File: config.mk
export PLATFORM = sky130hd
export DESIGN_NAME = tboom_freelist_rmt_buffer
export DESIGN_NICKNAME = d
export VERILOG_FILES = /design/src/rtl/tboom_freelist_pkg.sv /design/src/rtl/tboom_freelist_mem.sv /design/src/rtl/tboom_freelist_rmt_buffer.sv
export SDC_FILE = /design/constraint.sdc
export NUM_CORES = 1
export LEC_CHECK = 0
export BUFFER_PORTS_ARGS = -buffer_cell sky130_fd_sc_hd__buf_2
export CELL_PAD_IN_SITES_DETAIL_PLACEMENT = 1
export CELL_PAD_IN_SITES_GLOBAL_PLACEMENT = 2
export CORE_MARGIN = 1
export CORE_UTILIZATION = 45
export DETAILED_ROUTE_END_ITERATION = 10
export HOLD_SLACK_MARGIN = 0.03
export PLACE_DENSITY = 0.79
export REMOVE_ABC_BUFFERS = 1
export SETUP_SLACK_MARGIN = 0.15
export SYNTH_ARGS = -nofsm -noshare
export SYNTH_HDL_FRONTEND = slang
export SYNTH_SLANG_ARGS = --single-unit
File: constraint.sdc
create_clock -name clk -period 7.4 [get_ports clk]
set_clock_uncertainty 0.2 [all_clocks]
set_input_delay 1.48 -clock clk [delete_from_list [all_inputs] [get_ports clk]]
set_output_delay 1.48 -clock clk [all_outputs]
set_load 0.005 [all_outputs]
File: src/rtl/tboom_freelist_pkg.sv
// ============================================================================
// Module : tboom_freelist_pkg
// Brief  : Shared sizing helpers for the TinyBOOM rename free-list buffer.
//          ptr_w() gives the pointer width for a given depth: index bits plus
//          one wrap bit. The wrap bit lets the full (count == depth) and
//          empty (count == 0) conditions be told apart.
// Rev    : 1.0 - initial release
// ============================================================================
`default_nettype none

package tboom_freelist_pkg;

    // Pointer width for a ring of `depth` entries (index bits + wrap bit).
    function automatic int ptr_w(input int depth);
        return $clog2(depth) + 1;
    endfunction

    // Default configuration (MEMORY_WIDTH = 8).
    localparam int C_DEF_MEMORY_WIDTH = 8;
    localparam int PTR_W              = ptr_w(C_DEF_MEMORY_WIDTH);

    typedef logic [PTR_W-1:0] fl_ptr_t;

endpackage

`default_nettype wire

File: src/rtl/tboom_freelist_mem.sv
// ============================================================================
// Module : tboom_freelist_mem
// Brief  : 2-read / 2-write register array with registered read ports.
//          Reads return the array contents from before the edge, so a write
//          in the same cycle is never visible to a coincident read.
//          A read port whose enable is low holds its last value.
// Ports  : clk, rst           - clock, synchronous active-high reset
//          i_wr{0,1}_en/addr/data - write ports
//          i_rd{0,1}_en/addr  - read requests
//          o_rd{0,1}_data     - registered read data (reset to 0)
// Rev    : 1.0 - initial release
// ============================================================================
`default_nettype none

module tboom_freelist_mem #(
    parameter int DATA_WIDTH   = 32,
    parameter int MEMORY_WIDTH = 8,
    parameter int IDX_W        = $clog2(MEMORY_WIDTH)
) (
    input  logic                  clk,
    input  logic                  rst,
    input  logic                  i_wr0_en,
    input  logic [IDX_W-1:0]      i_wr0_addr,
    input  logic [DATA_WIDTH-1:0] i_wr0_data,
    input  logic                  i_wr1_en,
    input  logic [IDX_W-1:0]      i_wr1_addr,
    input  logic [DATA_WIDTH-1:0] i_wr1_data,
    input  logic                  i_rd0_en,
    input  logic [IDX_W-1:0]      i_rd0_addr,
    input  logic                  i_rd1_en,
    input  logic [IDX_W-1:0]      i_rd1_addr,
    output logic [DATA_WIDTH-1:0] o_rd0_data,
    output logic [DATA_WIDTH-1:0] o_rd1_data
);

    logic [DATA_WIDTH-1:0] r_mem [MEMORY_WIDTH];
    logic [DATA_WIDTH-1:0] r_rd0_data;
    logic [DATA_WIDTH-1:0] r_rd1_data;

    // Storage carries no reset: contents are don't-care until written.
    // The owner never enables both write ports at the same address.
    always_ff @(posedge clk) begin
        if (i_wr0_en) begin
            r_mem[i_wr0_addr] <= i_wr0_data;
        end
        if (i_wr1_en) begin
            r_mem[i_wr1_addr] <= i_wr1_data;
        end
    end

    always_ff @(posedge clk) begin
        if (rst) begin
            r_rd0_data <= '0;
            r_rd1_data <= '0;
        end else begin
            if (i_rd0_en) begin
                r_rd0_data <= r_mem[i_rd0_addr];
            end
            if (i_rd1_en) begin
                r_rd1_data <= r_mem[i_rd1_addr];
            end
        end
    end

    assign o_rd0_data = r_rd0_data;
    assign o_rd1_data = r_rd1_data;

endmodule

`default_nettype wire

File: src/rtl/tboom_freelist_rmt_buffer.sv
// ============================================================================
// Module : tboom_freelist_rmt_buffer
// Brief  : Circular 2R/2W free-list of physical register tags for TinyBOOM
//          rename. Rename pops up to two tags per cycle, commit pushes up to
//          two freed tags per cycle. A single head checkpoint can be saved
//          and restored on a branch-mispredict flush.
// Ports  : clk, rst                        - clock, sync active-high reset
//          i{0,1}_data_in/write_enable     - push ports
//          i{0,1}_read_enable              - pop requests
//          checkpoint / restore            - save / reload head pointer
//          i{0,1}_data_out                 - registered pop data
//          full / one_remaining / empty    - occupancy (combinational)
//          invalid_read / invalid_write    - registered rejected-request flags
// Config : `define TBOOM_FL_STICKY_ERR_EN makes invalid_read/invalid_write
//          sticky until rst; otherwise they are one-cycle pulses.
// Rev    : 1.0 - initial release
// ============================================================================
`default_nettype none

module tboom_freelist_rmt_buffer
    import tboom_freelist_pkg::*;
#(
    parameter int DATA_WIDTH   = 32,
    parameter int MEMORY_WIDTH = 8
) (
    input  logic                  clk,
    input  logic                  rst,
    input  logic [DATA_WIDTH-1:0] i0_data_in,
    input  logic                  i0_write_enable,
    input  logic                  i0_read_enable,
    input  logic [DATA_WIDTH-1:0] i1_data_in,
    input  logic                  i1_write_enable,
    input  logic                  i1_read_enable,
    input  logic                  checkpoint,
    input  logic                  restore,
    output logic [DATA_WIDTH-1:0] i0_data_out,
    output logic [DATA_WIDTH-1:0] i1_data_out,
    output logic                  full,
    output logic                  one_remaining,
    output logic                  empty,
    output logic                  invalid_read,
    output logic                  invalid_write
);

    localparam int C_PTR_W = ptr_w(MEMORY_WIDTH);
    localparam int C_IDX_W = C_PTR_W - 1;

    localparam logic [C_PTR_W-1:0] C_DEPTH = C_PTR_W'(MEMORY_WIDTH);
    localparam logic [C_PTR_W-1:0] C_ONE   = C_PTR_W'(1);

    // ------------------------------------------------------------------
    // Pointer state
    // ------------------------------------------------------------------
    logic [C_PTR_W-1:0] r_head;
    logic [C_PTR_W-1:0] r_tail;
    logic [C_PTR_W-1:0] r_ckpt_head;
    logic               r_invalid_read;
    logic               r_invalid_write;

    // ------------------------------------------------------------------
    // Occupancy and legality (all on the pre-edge count)
    // ------------------------------------------------------------------
    logic [C_PTR_W-1:0] w_count;
    logic [C_PTR_W-1:0] w_free;
    logic [1:0]         w_nreq;
    logic [1:0]         w_nw;
    logic               w_rd_legal;
    logic               w_wr_legal;
    logic               w_do_read;
    logic               w_do_write;
    logic               w_rd_reject;
    logic               w_wr_reject;

    // Modulo-2N subtraction; the wrap bit makes count == N distinct from 0.
    assign w_count = r_tail - r_head;
    assign w_free  = C_DEPTH - w_count;

    assign w_nreq = {1'b0, i0_read_enable}  + {1'b0, i1_read_enable};
    assign w_nw   = {1'b0, i0_write_enable} + {1'b0, i1_write_enable};

    assign w_rd_legal = (C_PTR_W'(w_nreq) <= w_count);
    assign w_wr_legal = (C_PTR_W'(w_nw)   <= w_free);

    // A restore cycle swallows any read request silently.
    assign w_do_read   = !restore && (w_nreq != 2'd0) &&  w_rd_legal;
    assign w_rd_reject = !restore && (w_nreq != 2'd0) && !w_rd_legal;
    assign w_do_write  = (w_nw != 2'd0) &&  w_wr_legal;
    assign w_wr_reject = (w_nw != 2'd0) && !w_wr_legal;

    // ------------------------------------------------------------------
    // Address steering: a lone enable on either port uses the head/tail
    // slot; with both enabled, port 1 takes the following slot.
    // ------------------------------------------------------------------
    logic [C_IDX_W-1:0] w_head_idx;
    logic [C_IDX_W-1:0] w_tail_idx;
    logic [C_IDX_W-1:0] w_rd1_addr;
    logic [C_IDX_W-1:0] w_wr1_addr;
    logic               w_rd_both;
    logic               w_wr_both;

    assign w_head_idx = r_head[C_IDX_W-1:0];
    assign w_tail_idx = r_tail[C_IDX_W-1:0];
    assign w_rd_both  = i0_read_enable  && i1_read_enable;
    assign w_wr_both  = i0_write_enable && i1_write_enable;
    assign w_rd1_addr = w_rd_both ? (w_head_idx + C_IDX_W'(1)) : w_head_idx;
    assign w_wr1_addr = w_wr_both ? (w_tail_idx + C_IDX_W'(1)) : w_tail_idx;

    // ------------------------------------------------------------------
    // Storage
    // ------------------------------------------------------------------
    tboom_freelist_mem #(
        .DATA_WIDTH   (DATA_WIDTH),
        .MEMORY_WIDTH (MEMORY_WIDTH),
        .IDX_W        (C_IDX_W)
    ) u_mem (
        .clk        (clk),
        .rst        (rst),
        .i_wr0_en   (w_do_write && i0_write_enable),
        .i_wr0_addr (w_tail_idx),
        .i_wr0_data (i0_data_in),
        .i_wr1_en   (w_do_write && i1_write_enable),
        .i_wr1_addr (w_wr1_addr),
        .i_wr1_data (i1_data_in),
        .i_rd0_en   (w_do_read && i0_read_enable),
        .i_rd0_addr (w_head_idx),
        .i_rd1_en   (w_do_read && i1_read_enable),
        .i_rd1_addr (w_rd1_addr),
        .o_rd0_data (i0_data_out),
        .o_rd1_data (i1_data_out)
    );

    // ------------------------------------------------------------------
    // Pointer / flag registers
    // ------------------------------------------------------------------
    always_ff @(posedge clk) begin
        if (rst) begin
            r_head          <= '0;
            r_tail          <= '0;
            r_ckpt_head     <= '0;
            r_invalid_read  <= 1'b0;
            r_invalid_write <= 1'b0;
        end else begin
            if (restore) begin
                r_head <= r_ckpt_head;
            end else if (w_do_read) begin
                r_head <= r_head + C_PTR_W'(w_nreq);
            end

            // Restore wins over a coincident checkpoint; the saved value is
            // the head as it stood before this cycle's pops.
            if (checkpoint && !restore) begin
                r_ckpt_head <= r_head;
            end

            if (w_do_write) begin
                r_tail <= r_tail + C_PTR_W'(w_nw);
            end

`ifdef TBOOM_FL_STICKY_ERR_EN
            r_invalid_read  <= r_invalid_read  | w_rd_reject;
            r_invalid_write <= r_invalid_write | w_wr_reject;
`else
            r_invalid_read  <= w_rd_reject;
            r_invalid_write <= w_wr_reject;
`endif
        end
    end

    assign full          = (w_count == C_DEPTH);
    assign one_remaining = (w_count == C_ONE);
    assign empty         = (w_count == '0);
    assign invalid_read  = r_invalid_read;
    assign invalid_write = r_invalid_write;

endmodule

`default_nettype wire

# Word-level counts from Yosys, hierarchy flattened
# Memory sizes are Yosys's and may differ from the RTL's. A register that Yosys moved wholly into a read port is not among the register bits.
# Index checks and enable logic that the tools add are counted.
dict set report word_totals {
  regBits 14
  ram_bits 256
  n_memories 1
}
dict set report op_classes {
  addsub 8
  n_lt_le_gt_ge 2
  n_eq_ne 2
  mux 8
  n_reduce_logical 19
}
# name words word_bits rd rd_clocked_by_memory_dff write_ports line_no
set memory_table {}
lappend memory_table {u_mem.r_mem 8 32 2 2 2 tboom_freelist_mem.sv:36} ;# logic [DATA_WIDTH-1:0] r_mem [MEMORY_WIDTH];
# op n
set ops {}
lappend ops {{1-bit logical AND} 12}
lappend ops {{4-bit by 2-bit adder with 4-bit output} 2}
lappend ops {{2-bit by 4-bit <= comparator with 1-bit output} 2}
lappend ops {{4-bit two-way mux} 2}
lappend ops {{3-bit by 1-bit adder with 3-bit output, second input constant} 2}
lappend ops {{3-bit two-way mux} 2}
lappend ops {{2-bit nonzero test} 3}
lappend ops {{1-bit by 1-bit adder with 2-bit output} 2}
lappend ops {{4-bit by 1-bit equality test with 1-bit output, second input constant} 1}
lappend ops {{4-bit equality test, second input constant} 1}
lappend ops {{4-bit zero test} 1}
lappend ops {{1-bit two-way mux} 4}
lappend ops {{4-bit subtractor} 1}
lappend ops {{4-bit subtractor, first input constant} 1}
lappend ops {{1-bit zero test} 3}

# Depth between registers and ports, before layout
# Gate-level depths: netlist of run 1.
dict set report depth {
  word_depth 7
  ltp_mapped 15
  mapped_depth_nobuf 12
}

# Hierarchy
# From an unflattened synthesis of run 1, not the netlist that was laid out.
dict set report unflattened {
  cells_unflattened 1376
  hier_area_um2 18644.1
}
# module n_inst cells_each area_per_inst_um2
set modules_own_cells {}
lappend modules_own_cells {tboom_freelist_mem 1 1226 17349.1}
lappend modules_own_cells {tboom_freelist_rmt_buffer 1 150 1295.0}

# Least setup slack after synthesis of run 1
# No wires, ideal clock.
dict set report synth_timing {
  path_kind {flip-flop to flip-flop}
  start {register r_head[1]}
  end {memory u_mem.r_mem[7][0] (enable)}
  setup_time_ps 432
  arrival_time_ps 4957
  required_time_ps 6768
  setup_slack_ps 1811
  stages_incl_launch_ff 15
  path_buffers 4
  period_less_slack_ps 5589
  cell_sequence {dfxtp_1 clkbuf_1 clkbuf_1 buf_1 inv_1 fa_1 inv_1 ha_1 inv_1 ha_1 nor2b_1 o211a_1 a21o_1 clkbuf_1 a21oi_1}
}
# element line_no
set synth_lines {}
lappend synth_lines {{start: declaration} tboom_freelist_rmt_buffer.sv:54} ;# logic [C_PTR_W-1:0] r_head;
lappend synth_lines {{start signal: assignment} tboom_freelist_rmt_buffer.sv:144} ;# r_head <= r_ckpt_head;
lappend synth_lines {{start signal: assignment} tboom_freelist_rmt_buffer.sv:146} ;# r_head <= r_head + C_PTR_W'(w_nreq);
lappend synth_lines {{end: declaration} tboom_freelist_mem.sv:36}

==> results of run 1 <==
[through the flow]
| step | cells | instance area [um^2] | hold WS [ps] | util |
|---|---|---|---|---|
| 5_1_grt | 1854 | 21100 | 302 | 0.513 |
| 2_1_floorplan | 1089 | 18100 | 233 | - |
| 4_1_cts | 1854 | 21100 | 263 | 0.513 |
| 3_5_place_dp | 1786 | 19800 | 261 | 0.484 |
| 3_3_place_gp | 1786 | 19800 | 249 | 0.484 |
| 6_report | 1855 | 21100 | 259 | 0.513 |
[final cells by class]
cell class / count / area share
Sequential cell: 334 / 0.440
Multi-Input combinational cell: 730 / 0.424
Clock buffer: 51 / 0.0494
Timing Repair Buffer: 165 / 0.0429
Tap cell: 532 / 0.0316
Clock inverter: 17 / 0.00850
Inverter: 25 / 0.00446
Antenna cell: 1 / 0.000119
[registers in the layout, indices dropped and copies added (netlist names)]
register and flops:
u_mem.r_mem 256, u_mem.o_rd0_data 32, u_mem.o_rd1_data 32, r_ckpt_head 4, r_head 4, r_tail 4, invalid_read 1, invalid_write 1
[routing by layer]
layer,global-route usage,up-vias
met2,0.458,394
met5,0,-
met3,0.0453,100
met1,0.352,6225
li1,-,5065
met4,0.0830,10
[worst paths after layout]
| path | startpoint | endpoint | slack [ps] |
|---|---|---|---|
| max reg2reg | r_head[0] | u_mem.r_mem[0][28] | 2140 |
| min reg2reg | r_ckpt_head[1] | r_head[1] | 260 |
| max | r_head[0] | u_mem.r_mem[0][28] | 2140 |
| min | r_ckpt_head[1] | r_head[1] | 260 |
[cell usage after synthesis (3+ instances only)]
master     instances  share of area
clkbuf_1          55          0.011
or3_1              3         0.0010
nand2_1            6         0.0012
buf_6             21          0.013
o21ai_0            5         0.0013
a31oi_1           32          0.011
mux2_2           193           0.12
a211oi_1          69          0.028
o21a_1             5         0.0020
dfxtp_1           78          0.083
buf_2             17         0.0045
mux2i_1           71          0.038
inv_1             24         0.0048
a21oi_1           36         0.0096
buf_1              3        0.00060
mux2_4            60          0.048
and2_1             3         0.0010
edfxtp_1         256           0.41
nand2b_1           3         0.0010
a22oi_1            3         0.0012
a32oi_1            4         0.0019
ha_1              19          0.013
fa_1               3         0.0032
a21o_1             3         0.0012
mux4_2           128           0.15
xnor2_2            3         0.0026
mux2_1             7         0.0042
buf_12             6         0.0064
nor2b_1            4         0.0013
a2111oi_0          4         0.0019
o211ai_1           3         0.0012
nor2_1            28         0.0056
[worst min-delay path, cell delays in order (launching register included)]
cell and delay, ps:
dfxtp_1 310, inv_1 50, a2111oi_0 70
[logic make-up after synthesis]
group	count (synthesis)
muxes	459
DFF	334
AOI/OAI and AO/OA	177
buffers and inverters	127
and+or+nand+nor	64
adders and majority gates	22
xor gates and xnor gates	8
[power by group]
group	total (mW)	switching, mW	internal [mW]	leakage [nW]
registers	2.62	0.206	2.42	2.97
clock network	1.89	0.791	1.10	0.601
logic	2.23	1.24	0.982	4.08
==> out/metrics.csv, run 1 <==
stage;metric;value;unit
grt;antenna_found_initial;6;
critical_path;cp-start-kind;register;
critical_path;crit_fanout;31;
hold_path;whs_path_depth;2;
synthesis;synth_area;18800;um^2
sta;fin_ws;2140;ps
floorplan;die-area;42500;um^2
synthesis;synth-xor-area-share;0.00673;
route;drt_wl_total;56.1;mm
sta;finalSetupTns;0;ps
grt;grt_pass1_wl;82.6;mm
grt;grt_max_degree;82;
route;wl_met3;3.30;mm
critical_path;critical_path.max_stage_delay;1110;ps
synthesis;synth-edff-count;256;
placed_design;gp_congestion;0.786;
critical_path;cp-end-kind;register;
synthesis;ys_ff_latch;334;
critical_path;crit_arrival;5320;ps
synthesis;synthAdderAreaFrac;0.0159;
sta;slew_headroom;0.0698;
critical_path;path_buf_inv;4;
floorplan;row_count;74;
route;antenna_left;0;
final_layout;layout_common_cells;256 x edfxtp_1, 193 x mux2_2, 139 x buf_2;
grt;overflow;0;
sta;finalCritPeriodShare;0.711;
route;top_layer_used;met5;
clocking;cts_tree;built;
critical_path;crit_path_cell_trace;ha_1 > inv_1 > fa_1 > inv_1 > ha_1 > inv_1 > ha_1 > nor2b_1 > o211a_1 > a21o_1 > nor2_4 > buf_4;
sta;maxSlewViolCount;0;
sta;min_period;5260;ps
clocking;clock_path_buffers;3;
job;maxCapViolCount;0;
floorplan;die_h;206;um
hold_path;worst_hold_path_type;register to register;
floorplan;die_x;206;um
floorplan;io_pins;141;
route;dr.pass1.iters;8;
synthesis;ys_seq_area_frac;0.493;
placed_design;portBuffers;140;
synthesis;synth_compound_area_frac;0.0674;
synthesis;synth_top_family_by_area;multiplexers;
pwr;p_leak;7.65;nW
synthesis;synth_mux_area_frac;0.359;
clocking;h-tree-depth;2;
critical_path;ff2ff_path_depth;12;
critical_path;crit_path_top_delay_cell;nor2_4;
clocking;cts_resized;0;
critical_path;cp_top_family;adder cells;
clocking;cts_buffers;38;
run_status;violations;DRC;
placed_design;post-dp-hpwl;32.7;mm
sta;max_freq;190;MHz
run_status;status;finished, violations left;
clocking;clkLatencyLatePin;560;ps
route;route.met2.wl;28.1;mm
sta;timing_hold_violations_final;0;
floorplan;coreArea;41000;um^2
synthesis;synth_cell_type_count;56;
final_layout;syn2layout_area_growth;12.2;%
final_layout;drive_above_1_share;0.480;
clocking;clock-sinks;334;
critical_path;timing.critical_path.required;7460;ps
route;drc;24;
route;drt_iter0_markers;1031;
clocking;holdBufCountCts;0;
pwr;vdd_drop_max;0.201;mV
synthesis;synth_cells;1191;
route;wl_met1;23.3;mm
synthesis;async_flop_share;0;
route;routed_via_density;6.36;
sta;finalSetupViolCount;0;
grt;grt_pass1_vias;12547;
final_layout;layout_commonest_cell;edfxtp_1;
final_layout;multi_input_comb_area;8920;um^2
route;vias;11794;
clocking;cts_root_buf;clkbuf_16;
synthesis;yosys.area_share.simple;0.0176;
final_layout;fill_cells;3890;
clocking;cts_setup_buffers;0;
synthesis;syn_area_per_cell;15.8;um^2
final_layout;final-seq-area;9260;um^2
synthesis;ys_warn_count;0;
critical_path;critical_path_depth;12;
route;routedWlPerCell;30.3;um
final_layout;layout.nets;1388;
critical_path;path_class;register to register;
synthesis;synthFlopType;edfxtp_1;
sta;rsz0062_at_grt;false;
clocking;clk_pin_slew;60;ps
sta;worst_pin_slew;1390;ps
placed_design;pre_cts_ws;1890;ps
grt;track_usage;0.269;
pwr;powerDensity;320;nW/um^2
pwr;power.total;6.74;mW
floorplan;initial_utilization;0.458;
Note: power is estimated with default switching activity, not from simulation.
==> run 2, diff against run 1 <==
--- a/config.mk
+++ b/config.mk
@@ -9,10 +9,10 @@
 export CELL_PAD_IN_SITES_DETAIL_PLACEMENT = 1
 export CELL_PAD_IN_SITES_GLOBAL_PLACEMENT = 2
 export CORE_MARGIN = 1
-export CORE_UTILIZATION = 45
+export CORE_UTILIZATION = 41
 export DETAILED_ROUTE_END_ITERATION = 10
 export HOLD_SLACK_MARGIN = 0.03
-export PLACE_DENSITY = 0.79
+export PLACE_DENSITY = 0.75
 export REMOVE_ABC_BUFFERS = 1
 export SETUP_SLACK_MARGIN = 0.15
 export SYNTH_ARGS = -nofsm -noshare
==> constraint.sdc (replaced) <==
create_clock -name clk -period 4.5 [get_ports clk]
set_clock_uncertainty 0.2 [all_clocks]
set_input_delay 0.9 -clock clk [delete_from_list [all_inputs] [get_ports clk]]
set_output_delay 0.9 -clock clk [all_outputs]
set_load 0.005 [all_outputs]
==> out/metrics.csv, run 2 (synthesized netlist as in run 1, its figures left out) <==
stage;metric;value;unit
run_status;status;finished, violations left;
run_status;violations;DRC;
grt;met3_usage;0.0403;
critical_path;cp-end-kind;register;
critical_path;r2r_start;r_tail[0];
floorplan;initial_utilization;0.414;
pwr;p_leak;7.86;nW
grt;met2_usage;0.393;
sta;hold_ws;271;ps
grt;antenna_found_initial;2;
floorplan;row_count;78;
final_layout;layout_commonest_cell;edfxtp_1;
grt;grt_pass1_vias;12587;
sta;finalSetupTns;0;ps
sta;timing_hold_violations_final;0;
final_layout;syn2layout_area_growth;14.9;%
pwr;powerDensity;525;nW/um^2
route;antenna_left;0;
clocking;cts_setup_buffers;0;
final_layout;largest-register;u_mem.r_mem;
floorplan;coreArea;45300;um^2
final_layout;drive_above_1_share;0.488;
hold_path;whs_path_depth;2;
pwr;p_sw_frac;0.329;
final_layout;layout_common_cells;256 x edfxtp_1, 193 x mux2_2, 139 x buf_2;
job;maxCapViolCount;0;
critical_path;worst_path_most_repeated_cell;inv_1;
clocking;cts_resized;0;
critical_path;critical_path.max_stage_delay;500;ps
floorplan;io_pins;141;
clocking;clock-sinks;334;
clocking;cts_root_buf;clkbuf_16;
sta;max_freq;255;MHz
clocking;clock_path_buffers;3;
hold_path;holdPathEnd;r_head[0];
critical_path;rrSetupSlack;580;ps
clocking;cts_buffers;40;
critical_path;r2r_end;u_mem.r_mem[7][9];
pwr;p_comb_frac;0.340;
placed_design;post-dp-hpwl;34.8;mm
route;drt_iter0_markers;774;
hold_path;worst_hold_path_type;register to register;
critical_path;crit_fanout;20;
grt;grt_pass1_wl;83.0;mm
grt;grt_busiest_layer;met2;
critical_path;ff2ff_path_depth;13;
pwr;p_clk_frac;0.285;
final_layout;layout.nets;1418;
placed_design;portBuffers;140;
pwr;pwr-share-seq;0.374;
pwr;vdd_drop_max;0.248;mV
final_layout;largest_reg_flops;256;
critical_path;crit_path_cell_trace;inv_1 > ha_1 > inv_1 > fa_1 > inv_1 > ha_1 > inv_1 > ha_1 > nor2b_1 > o211a_1 > a21o_1 > a21oi_4 > buf_4;
route;drt_wl_total;55.1;mm
floorplan;die_x;216;um
route;vias;11831;
floorplan;die-area;46600;um^2
clocking;holdBufCountCts;0;
placed_design;gp_congestion;0.826;
hold_path;holdCritStartpoint;r_ckpt_head[0];
grt;track_usage;0.239;
pwr;internal_power;7.60;mW
critical_path;timing.critical_path.required;4510;ps
clocking;clkLatencyLatePin;560;ps
sta;finalSetupViolCount;0;
critical_path;path_class;register to register;
sta;min_period;3920;ps
clocking;h-tree-depth;2;
sta;slew_headroom;0.239;
route;drc;2;
sta;rsz0062_at_grt;false;
pwr;p_sw;3.72;mW
pwr;power.total;11.3;mW
clocking;clk_pin_slew;60;ps
critical_path;crit_path_top_delay_cell;fa_1;
grt;grt_use_met1;0.325;
clocking;cts_tree;built;
grt;grt_max_degree;82;
critical_path;crit_arrival;3930;ps
route;dr.pass1.iters;8;
route;routed_via_density;6.05;
sta;worst_pin_slew;1140;ps
sta;maxSlewViolCount;0;
grt;overflow;0;
floorplan;die_h;216;um
route;routedWlPerCell;28.2;um
sta;finalCritPeriodShare;0.872;
critical_path;cp-start-kind;register;
==> run 2: cell count changes in the layout (fill, tap and decap cells not counted), moves of 3 or more <==
cell / delta
buf_4: +17
buf_12: +11
clkbuf_1: +6
clkinv_2: -5
clkbuf_16: +3
clkbuf_8: +3
==> run 2: worst max-delay path by stage <==
stage / cells after the start / endpoint / startpoint / slack (ps)
final: 13 / u_mem.r_mem[7][9] / r_tail[0] / 580
after global routing: 13 / u_mem.r_mem[7][9] / r_tail[0] / 430
after CTS: 13 / u_mem.r_mem[7][5] / r_tail[0] / 550
after detailed placement: 8 / u_mem.r_mem[7][29] / i0_write_enable / 560
after global placement: 8 / u_mem.r_mem[7][29] / i0_write_enable / 610
after floorplan: 11 / u_mem.r_mem[7][0] / r_head[0] / -2840
==> run 2: layer usage <==
metal	up-vias	share of wire
met2	354	0.48
met5	-	0.00015
met3	86	0.051
met1	6257	0.44
li1	5132	-
met4	2	0.025
==> run 2: stage by stage <==
| stage | setup WS (ps) | std cells | cell area [um^2] | util |
|---|---|---|---|---|
| floorplan | -2840 | 1089 | 18100 | - |
| global placement | 607 | 1882 | 20300 | 0.447 |
| detailed placement | 563 | 1882 | 20300 | 0.447 |
| CTS | 555 | 1956 | 21600 | 0.476 |
| global route | 432 | 1956 | 21600 | 0.476 |
| finish | 578 | 1957 | 21600 | 0.476 |
==> run 2: critical path: cells and delay by family, from the launching register on <==
kind                     cells  cell delay, ps
AO/OA/AOI/OAI                3            1000
adder cells (fa/ha/maj)      4            1250
buffers and inverters        5             640
flip-flops                   1             310
AND/OR/NAND/NOR              1             150
==> run 2: layout make-up <==
| type | count | area, um^2 |
|---|---|---|
| clock buffers | 63 | 1180 |
| multi-input cells | 730 | 8910 |
| inverters | 25 | 93.8 |
| fillers | 4452 | 23700 |
| diodes | 1 | 2.50 |
| repair buffers | 193 | 1250 |
| flip-flops and latches | 334 | 9260 |
| well taps | 600 | 751 |
| clock inverters | 11 | 116 |
==> run 2: power by group through the flow <==
stage	clock network, mW	registers (mW)	logic, mW
floorplan	0	4.28	2.43
global placement	0	4.26	3.83
detailed placement	0	4.29	3.89
CTS	3.30	4.23	3.91
global route	3.40	4.28	4.14
finish	3.23	4.24	3.85
==> run 3, diff against run 2 <==
--- a/config.mk
+++ b/config.mk
@@ -8,8 +8,9 @@
 export BUFFER_PORTS_ARGS = -buffer_cell sky130_fd_sc_hd__buf_2
 export CELL_PAD_IN_SITES_DETAIL_PLACEMENT = 1
 export CELL_PAD_IN_SITES_GLOBAL_PLACEMENT = 2
-export CORE_MARGIN = 1
+export CORE_MARGIN = 2
 export CORE_UTILIZATION = 41
+export CTS_CLUSTER_SIZE = 10
 export DETAILED_ROUTE_END_ITERATION = 10
 export HOLD_SLACK_MARGIN = 0.03
 export PLACE_DENSITY = 0.75
==> constraint.sdc (replaced) <==
create_clock -name clk -period 3.55 [get_ports clk]
set_clock_uncertainty 0.2 [all_clocks]
set_input_delay 0.71 -clock clk [delete_from_list [all_inputs] [get_ports clk]]
set_output_delay 0.71 -clock clk [all_outputs]
set_load 0.005 [all_outputs]
==> out/metrics.csv, run 3 (synthesized netlist as in run 1, its figures left out) <==
stage;metric;value;unit
route;vias;12428;
sta;timing_hold_violations_final;0;
final_layout;layout_commonest_cell;edfxtp_1;
final_layout;layout.nets;1489;
clocking;clkLatencyLatePin;580;ps
clocking;h-tree-depth;2;
route;routedWlPerCell;30.9;um
critical_path;r2r_end;u_mem.r_mem[7][20];
critical_path;crit_path_cell_trace;inv_2 > ha_4 > inv_2 > fa_1 > inv_2 > ha_4 > inv_2 > ha_4 > nor2b_4 > o211ai_1 > buf_6 > o211ai_4 > buf_12 > mux2_2;
critical_path;rrSetupSlack;80;ps
route;top_layer_used;met5;
floorplan;io_pins;141;
final_layout;largest-register;u_mem.r_mem;
sta;worst_pin_slew;1110;ps
grt;grt_max_degree;82;
sta;rsz0062_at_grt;true;
critical_path;crit_fanout;17;
route;routed_via_density;6.13;
floorplan;die-area;47500;um^2
grt;grt_pass1_wl;88.1;mm
floorplan;die_h;218;um
placed_design;gp_congestion;0.797;
placed_design;dp_cells;1910;
final_layout;largest_reg_flops;256;
pwr;p_leak;8.87;nW
route;drt_wl_total;62.6;mm
final_layout;syn2layout_area_growth;23.9;%
critical_path;r2r_start;r_tail[0];
critical_path;critical_path.max_stage_delay;530;ps
clocking;clock-sinks;334;
route;route.met2.wl;30.9;mm
critical_path;ff2ff_path_depth;14;
sta;hold_ws;266;ps
final_layout;postLayoutCoreUtil;0.514;
hold_path;holdPathEnd;r_head[2];
final_layout;finalNonFillerCells;2026;
sta;finalSetupViolCount;0;
grt;antenna_found_initial;4;
route;drt_iter0_markers;1009;
hold_path;holdCritStartpoint;r_ckpt_head[2];
clocking;cts_tree;built;
clocking;clk_pin_slew;60;ps
placed_design;portBuffers;140;
critical_path;timing.critical_path.required;3670;ps
hold_path;worst_hold_path_type;register to register;
run_status;status;complete, no violations;
pwr;vdd_drop_max;0.308;mV
sta;max_freq;288;MHz
route;wl_met3;4.23;mm
sta;finalSetupTns;0;ps
grt;overflow;0;
critical_path;worst_path_most_repeated_cell;inv_2;
sta;maxSlewViolCount;0;
floorplan;coreArea;45300;um^2
floorplan;row_count;78;
sta;slew_headroom;0.260;
grt;grt_pass1_vias;13073;
route;wl_met1;25.8;mm
clocking;cts_buffers;41;
final_layout;drive_above_1_share;0.525;
final_layout;diodes;0;
pwr;powerDensity;651;nW/um^2
route;drc;0;
critical_path;path_class;register to register;
grt;track_usage;0.253;
route;dr.pass1.iters;7;
sta;min_period;3470;ps
final_layout;layout_common_cells;256 x edfxtp_1, 139 x buf_2, 136 x mux2_4;
clocking;cts_root_buf;clkbuf_16;
clocking;clock_path_buffers;3;
route;antenna_left;0;
critical_path;crit_arrival;3590;ps
floorplan;die_x;218;um
critical_path;cp-start-kind;register;
floorplan;initial_utilization;0.414;
placed_design;post-dp-hpwl;36.9;mm
sta;finalCritPeriodShare;0.977;
final_layout;fill_cells;4326;
pwr;power.total;15.1;mW
hold_path;whs_path_depth;2;
critical_path;crit_path_top_delay_cell;fa_1;
critical_path;cp-end-kind;register;
job;maxCapViolCount;0;
run 3: changes by cell type in the layout (fill, tap and decap cells not counted), moves of 5 or more:
cell / change
mux2_4: +76
mux2_2: -70
buf_12: +35
clkbuf_16: +15
buf_6: +12
clkbuf_1: +10
mux2_1: -6
buf_16: +5
clkbuf_8: -5
inv_1: -5
inv_2: +5
run 3: where the power goes:
group	switching (mW)	total (mW)	internal (mW)
logic	3.03	5.84	2.82
registers	0.340	5.37	5.03
clock network	1.72	3.93	2.21
run 3: per-stage QoR:
step / setup WS (ps) / area [um^2]
2_1_floorplan: -3790 / 18100
3_3_place_gp: -11.2 / 20800
4_1_cts: 96.6 / 22500
5_1_grt: -13.5 / 23300
3_5_place_dp: -41.3 / 20800
6_report: 80.0 / 23300
run 3: timing repair:
action | CTS | global route
buffers inserted | 10 | 10
hold buffers | 0 | 0
endpoints found under the hold margin | 0 | 0
pin swaps | 10 | 11
setup endpoints to repair | 518 | 538
gates cloned | 6 | 16
resized for setup | 53 | 71
run 3: critical path: cells and delay by family (launching register included):
family	cells	cell delay, ps
and+or+nand+nor	1	130
adders and majority gates	4	1170
muxes	1	360
DFF	1	320
buffers and inverters	6	620
AOI/OAI and AO/OA	2	380
run 3: worst max path at each step:
stage                          from            endpoint  depth (start not counted)
final                     r_tail[0]  u_mem.r_mem[7][20]                         14
after global routing      r_tail[0]   u_mem.r_mem[6][3]                         15
after CTS                 r_tail[0]  u_mem.r_mem[7][29]                         14
after detailed placement  r_tail[0]   u_mem.r_mem[3][1]                         14
after global placement    r_tail[0]  u_mem.r_mem[3][31]                         14
after floorplan           r_head[0]   u_mem.r_mem[7][0]                         11
run 3: area by class of cell:
cell class | count | area (um^2) | area share
Sequential cell | 334 | 9260 | 0.398
Timing Repair Buffer | 263 | 2660 | 0.114
Multi-Input combinational cell | 730 | 9280 | 0.399
Clock buffer | 68 | 1150 | 0.0493
Inverter | 25 | 93.8 | 0.00403
Clock inverter | 6 | 71.3 | 0.00307
Tap cell | 600 | 751 | 0.0323
run 3: metal layers:
metal	GRT usage	vias to the layer above
li1	-	5278
met1	0.333	6570
met2	0.421	457
met3	0.0538	115
met4	0.0751	8
met5	0	-
